[config.mk]
export PLATFORM = sky130hd
export DESIGN_NAME = ins_queue_reg
export DESIGN_NICKNAME = d
export VERILOG_FILES = /design/src/rtl/ins_queue_reg.sv
export SDC_FILE = /design/constraint.sdc
export NUM_CORES = 1
export LEC_CHECK = 0
export CAP_MARGIN = 20
export CORE_MARGIN = 2
export CORE_UTILIZATION = 46
export CTS_CLUSTER_SIZE = 10
export DETAILED_ROUTE_END_ITERATION = 8
export GPL_TIMING_DRIVEN = 1
export HOLD_SLACK_MARGIN = 0.1
export PLACE_DENSITY = 0.79
export SETUP_SLACK_MARGIN = 0.1
export SLEW_MARGIN = 10
export SYNTH_ARGS = -nofsm -noshare
export SYNTH_HDL_FRONTEND = slang
export SYNTH_SLANG_ARGS = --single-unit
[constraint.sdc]
create_clock -name clk -period 3.13 [get_ports clk]
set_clock_uncertainty 0.2 [all_clocks]
set_input_delay 0.7825 -clock clk [delete_from_list [all_inputs] [get_ports clk]]
set_output_delay 0.7825 -clock clk [all_outputs]
set_load 0.01 [all_outputs]
[src/rtl/ins_queue_reg.sv]
// Instruction register fed by a DEPTH-entry prefetch FIFO of {pc, ins} pairs.
// Decouples instruction fetch from decode; ir_write pops the oldest entry into the IR.
module ins_queue_reg #(
  parameter int unsigned      WIDTH = 32,
  parameter int unsigned      DEPTH = 4,
  parameter logic [WIDTH-1:0] NOP   = '0
) (
  input  logic                       clk,
  input  logic                       rst,
  input  logic                       flush,
  input  logic                       in_valid,
  output logic                       in_ready,
  input  logic [WIDTH-1:0]           in_ins,
  input  logic [WIDTH-1:0]           in_pc,
  input  logic                       ir_write,
  output logic [WIDTH-1:0]           ins_out,
  output logic [WIDTH-1:0]           pc_out,
  output logic                       ir_valid,
  output logic [$clog2(DEPTH):0]     count
);

  localparam int unsigned AW = $clog2(DEPTH);
  localparam int unsigned CW = AW + 1;

  logic [WIDTH-1:0] ins_mem [DEPTH];
  logic [WIDTH-1:0] pc_mem  [DEPTH];

  logic [AW-1:0]    wp_q, wp_d, rp_q, rp_d;
  logic [CW-1:0]    count_q, count_d;
  logic [WIDTH-1:0] ins_q, ins_d, pc_q, pc_d;
  logic             valid_q, valid_d;

  logic push, load, not_empty;

  assign not_empty = (count_q != '0);
  assign in_ready  = (count_q != CW'(DEPTH));
  // Flush discards anything that would have happened in the same cycle.
  assign push      = in_valid && in_ready && !flush;
  assign load      = ir_write && not_empty && !flush;

  always_comb begin
    wp_d    = wp_q;
    rp_d    = rp_q;
    count_d = count_q;
    ins_d   = ins_q;
    pc_d    = pc_q;
    valid_d = valid_q;
    if (flush) begin
      wp_d    = '0;
      rp_d    = '0;
      count_d = '0;
      ins_d   = NOP;
      pc_d    = '0;
      valid_d = 1'b0;
    end else begin
      if (push) wp_d = wp_q + AW'(1);
      if (ir_write) begin
        if (not_empty) begin
          ins_d   = ins_mem[rp_q];
          pc_d    = pc_mem[rp_q];
          rp_d    = rp_q + AW'(1);
          valid_d = 1'b1;
        end else begin
          valid_d = 1'b0;
        end
      end
      count_d = count_q + CW'(push) - CW'(load);
    end
  end

  always_ff @(posedge clk or negedge rst) begin
    if (!rst) begin
      wp_q    <= '0;
      rp_q    <= '0;
      count_q <= '0;
      ins_q   <= NOP;
      pc_q    <= '0;
      valid_q <= 1'b0;
    end else begin
      wp_q    <= wp_d;
      rp_q    <= rp_d;
      count_q <= count_d;
      ins_q   <= ins_d;
      pc_q    <= pc_d;
      valid_q <= valid_d;
    end
  end

  // Storage array is intentionally not reset.
  always_ff @(posedge clk) begin
    if (push) begin
      ins_mem[wp_q] <= in_ins;
      pc_mem[wp_q]  <= in_pc;
    end
  end

  assign ins_out  = ins_q;
  assign pc_out   = pc_q;
  assign ir_valid = valid_q;
  assign count    = count_q;

endmodule

==> results of run 1 <==
worst max-delay path, stage by stage (launching register included):
cell and delay [ps]:
dfrtp_1 510, nor3b_4 300, inv_1 110, clkdlybuf4s50_1 500
power breakdown:
group	switching (mW)	total [mW]	leakage, nW	internal [mW]
combinational	0.918	2.13	1.35	1.21
sequential	0.270	5.37	3.30	5.10
clock	1.57	3.99	0.540	2.42
total	2.76	11.5	5.19	8.73
flip-flops by register name (all words and copies together) (netlist names):
signal    cells
ins_out      32
rp_q          2
ins_mem     128
wp_q          2
pc_mem      128
count         3
ir_valid      1
pc_out       32
cell usage in the layout (no fill, tap or decap), drive strengths merged, types with 4 or more instances in the layout:
cell type and instances:
edfxtp 256, clkdlybuf4s50 136, dfrtp 72, clkbuf 67, mux4 64, a22o 64
buf 20, inv 8, ha 6, nor2 5, and2 4
area by class of cell:
class | count | area share, %
Multi-Input combinational cell | 162 | 15.3
Sequential cell | 328 | 63.0
Clock inverter | 1 | 0.0581
Inverter | 7 | 0.174
Timing Repair Buffer | 157 | 11.2
Antenna cell | 1 | 0.0166
Clock buffer | 67 | 7.46
Tap cell | 335 | 2.78
layer usage:
layer  track usage [%]  up-vias  part of all wire [%]
met5                 0        -                     0
met2              31.2      213                    52
met3              4.05       49                   6.0
met1              22.1     3103                    39
met4              5.67        0                   2.2
li1                  -     2530                     -
worst max-delay path by stage:
stage | cells past startpoint | from | slack, ps | to
final | 3 | count[1] | 220 | in_ready
after CTS | 3 | count[1] | 180 | in_ready
after detailed placement | 11 | in_valid | -100 | count[2]
after floorplan | 3 | flush | 340 | ins_mem[0][0]
after global placement | 11 | in_valid | 30 | count[2]
after global routing | 3 | count[1] | 120 | in_ready
logic make-up after synthesis:
family	after synthesis	synth area share [%]
flip-flops	328	78.8
AO/OA/AOI/OAI	71	5.11
multiplexers	64	12.0
buffers and inverters	36	2.28
AND/OR/NAND/NOR	16	0.717
adder cells (fa/ha/maj)	7	0.790
XOR/XNOR	4	0.291
what timing repair did:
item / 4_1_cts / 5_1_grt
setup endpoints to repair: 1 / 1
hold buffers: 1 / 0
hold endpoints to repair: 31 / 0
resized for setup: 1 / 1
==> out/summary.txt, run 1 <==
Die ar. -> 0.0275 mm2
Total Neg Setup Slack -> 0 ps
Final min period -> 2910 ps
Post-detail-place hpwl -> 13900 um
Leading area contributor after synthesis -> edfxtp_1
CTS tree -> built
Initial Util -> 46.5%
CTS HTree Levels -> 2
Core ar. -> 0.0259 mm2
Cell count after synthesis -> 526
Port Buffers -> 137
PwrDens -> 763 mW/mm2
Post-synthesis net count -> 602
Final hold slack -> 302 ps
Syn Area/Cell -> 22.9 um2
Max rail drop VDD -> 576 uV
Final core utilization -> 58.1%
RSZ-0062 raised after global routing -> no
FF/Latch Area -> 0.00950 mm2
R2R setup slack -> 640 ps
Setup CP Type -> register to output pin
Sequential-to-total area share from yosys stat -> 78.8%
Status -> complete, no violations
FMAX -> 344 MHz
Number of flops mapped to enable cells by yosys -> 256
Cell Rows -> 59
Gpl congestion -> 0.693
FF-to-FF path depth -> 10
Crit start category -> register
End of the worst register-to-register path -> count[2]
Synthesized flop and latch total -> 328
Hold crit path type -> register to register
Worst setup margin -> 220 ps
Clock Path Buffers -> 3
Crit end category -> output pin
Largest net degree at the start of global routing -> 66
Placed cell areas -> 0.0139 mm2
Post-synth top area share -> 63.9%
Antenna violations before repair -> 1
Fin crit share -> 93.0%
Final instance area -> 0.0151 mm2
Final setup vio count -> 0
DRC viols -> 0
Pre-Repair DR Iteration Count -> 4
# clock sinks -> 328
Worst hold path cell count -> 1
Top-count cell post-synth -> edfxtp_1
DRT antenna net count -> 0
Number of library cell types mapped by synthesis -> 26
Hold_sp -> ins_out[6]
DIE HEIGHT -> 166 um
Area of the multi-input gates -> 0.00230 mm2
Number of global-route vias before repair -> 6648
DR iter-0 viols -> 370
Count of pins over their slew limit -> 0
Top-level I/O count -> 138
Final wirelength -> 23800 um
Clk_lat worst skew -> 510 ps
Placed Instances -> 988
Dpl ws -> -95.7 ps
Max Cap Viol -> 0
Final hold violations -> 0
Average wire per standard cell -> 22.5 um
Clk root buf -> clkbuf_16
Setup Fix Bufs, Post-CTS -> 0
Synth async-reset ratio -> 22.0%
Reg clk slew, reported paths -> 50 ps
Slew headroom -> 30.4%
Finished Layout Cells -> 1058
All-layer global routing usage -> 17.8%
Req. time, crit path -> 2150 ps
Via density -> 5.57
First-pass GRT wire length -> 37900 um
CTS Buf Count -> 39
Post-Syn Area -> 0.0120 mm2
Crit path DAT -> 1930 ps
Fillers -> 1848
Synth Warn # -> 0
Largest cells by area after synthesis -> edfxtp_1, dfrtp_1, mux4_2
Lkg Pwr -> 5.19 nW
Congestion Overflow GR -> 0
Area delta synth->final -> 25.2%
Via Count -> 5895
Crit Reg-Reg Startpoint -> count[1]
Most used DFF post-synth -> edfxtp_1
Worst slew pin tran -> 1040 ps
Commonest cells post-synth -> edfxtp_1, dfrtp_1, a22o_1, mux4_2, buf_2
WHS Endpoint -> ins_out[6]
Pwr Total -> 11.5 mW
Share of layout cells above drive strength 1 -> 18.8%
Max FO, Critical Path -> 6
DIE WIDTH -> 166 um
# nets final -> 771
(Power assumes the default switching activity.)
==> inputs of run 2 (changes only) <==
Settings changed: PLACE_DENSITY 0.79 to 0.76.
Clock period 3.13 ns to 3 ns, I/O delays scaled along.
==> run 2 against run 1 <==
Die area did not move; first-iteration DRC count rose by 21%; non-clock buffer count rose by 2; worst setup slack got worse by 41 ps; flip-flop and latch count did not move; global-route usage fell by 0.21 points; combinational power rose by 4%; clock-buffer cell count fell by 3; total power rose by 4.8%; core utilization barely moved; largest cell class unchanged; largest power group unchanged.
==> out/summary.txt, run 2 (synthesis gave the netlist of run 1 again) <==
Final instance area -> 0.0151 mm2 (about the same)
Reg clk slew, reported paths -> 50 ps (about the same)
Clock Path Buffers -> 3 (unchanged)
DIE HEIGHT -> 166 um (unchanged)
Pwr Total -> 12.0 mW (was 11.5 mW)
Top-level I/O count -> 138 (unchanged)
First-pass GRT wire length -> 37200 um (was 37900 um)
Final min period -> 2820 ps
All-layer global routing usage -> 17.6% (was 17.8%)
Final core utilization -> 58.1% (about the same)
Antenna violations before repair -> 0 (was 1)
Dpl ws -> -177 ps (was -95.7 ps)
Worst setup margin -> 179 ps (was 220 ps)
Share of layout cells above drive strength 1 -> 19.6% (was 18.8%)
Congestion Overflow GR -> 0 (unchanged)
Via Count -> 5825 (was 5895)
FMAX -> 355 MHz
Number of global-route vias before repair -> 6556 (was 6648)
Gpl congestion -> 0.752 (was 0.693)
Placed Instances -> 990 (was 988)
Final hold violations -> 0 (unchanged)
Setup CP Type -> register to output pin (unchanged)
Crit start category -> register (unchanged)
CTS Buf Count -> 39 (unchanged)
Final setup vio count -> 0 (unchanged)
Max FO, Critical Path -> 5 (was 6)
Post-detail-place hpwl -> 13600 um (was 13900 um)
# nets final -> 773 (was 771)
Hold crit path type -> register to register (unchanged)
Finished Layout Cells -> 1058 (unchanged)
DRT antenna net count -> 0 (unchanged)
Port Buffers -> 137 (unchanged)
DR iter-0 viols -> 449 (was 370)
R2R setup slack -> 550 ps (was 640 ps)
Max rail drop VDD -> 609 uV (was 576 uV)
Clk_lat worst skew -> 510 ps (about the same)
Via density -> 5.51 (was 5.57)
Setup Fix Bufs, Post-CTS -> 0 (unchanged)
Placed cell areas -> 0.0139 mm2 (about the same)
Req. time, crit path -> 2050 ps (was 2150 ps)
Most common cell after layout, fill and taps aside -> edfxtp_1 (unchanged)
Worst slew pin tran -> 826 ps (was 1040 ps)
Crit end category -> output pin (unchanged)
Pre-Repair DR Iteration Count -> 4 (unchanged)
Area delta synth->final -> 25.2% (about the same)
Lkg Pwr -> 5.21 nW (was 5.19 nW)
Initial Util -> 46.5% (unchanged)
PwrDens -> 799 mW/mm2 (was 763 mW/mm2)
Average wire per standard cell -> 22.2 um (was 22.5 um)
Status -> complete, no violations (unchanged)
Commonest non-fill, non-tap cells in the layout -> edfxtp_1, clkdlybuf4s50_1, dfrtp_1 (unchanged)
DRC viols -> 0 (unchanged)
Clk root buf -> clkbuf_16 (unchanged)
Crit path DAT -> 1870 ps (was 1930 ps)
Total Neg Setup Slack -> 0 ps (unchanged)
CTS tree -> built (unchanged)
Max Cap Viol -> 0 (unchanged)
CTS HTree Levels -> 2 (unchanged)
Fin crit share -> 94.0%
Core ar. -> 0.0259 mm2 (unchanged)
RSZ-0062 raised after global routing -> no (unchanged)
Count of pins over their slew limit -> 0 (unchanged)
DIE WIDTH -> 166 um (unchanged)
Largest regs -> ins_mem (128), pc_mem (128) (unchanged)
Final hold slack -> 297 ps (was 302 ps)
Die ar. -> 0.0275 mm2 (unchanged)
# clock sinks -> 328 (unchanged)
Final wirelength -> 23500 um (was 23800 um)
Slew headroom -> 44.9% (was 30.4%)
Largest net degree at the start of global routing -> 65 (was 66)
# diodes -> 0 (was 1)
Cell Rows -> 59 (unchanged)
==> run 2: final cells by class <==
| cell class | instances | area (um2) |
|---|---|---|
| clock buffer | 64 | 1130 |
| clock inverter | 3 | 13.8 |
| fill | 1831 | 10800 |
| inverter | 7 | 26.3 |
| multi-input combinational | 162 | 2300 |
| sequential | 328 | 9500 |
| tap | 335 | 419 |
| timing repair buffer | 159 | 1670 |
==> run 2: what timing repair did <==
item                                    CTS  global route
gates resized for setup                   2             1
pin swaps                                 1             0
endpoints found under the setup margin    1             1
endpoints found under the hold margin    36             0
hold buffers                              1             0
==> run 2: final timing paths <==
path,startpoint,to,cells after the start
setup / recovery,count[2],in_ready,3
hold / removal,pc_out[31],pc_out[31],1
setup reg to reg,count[2],count[2],10
hold reg to reg,pc_out[31],pc_out[31],1
max in group asynchronous,rst,pc_out[2],3
min in group asynchronous,rst,ins_out[5],2
==> run 2: routing by layer <==
layer,vias to the layer above,global-route usage [%],routed length (um)
li1,2527,-,-
met1,3094,22.6,9620
met2,174,30.3,12200
met3,30,3.81,1210
met4,0,5.22,405
met5,-,0,0
==> run 2: report_power, final <==
group	switching, mW	internal (mW)
sequential	0.312	5.33
combinational	0.928	1.28
clock	1.64	2.56
total	2.88	9.16
==> run 2: critical path, cell delays in order, from the launching register on <==
cell,delay [ps]
dfrtp_1,460
nor3b_4,290
inv_1,130
clkdlybuf4s50_1,490
==> inputs of run 3 (changes only) <==
Settings changed: SKIP_LAST_GASP set to 1.
==> results of run 3 <==
No change in the layout: final DEF, timing and power equal those of run 2.
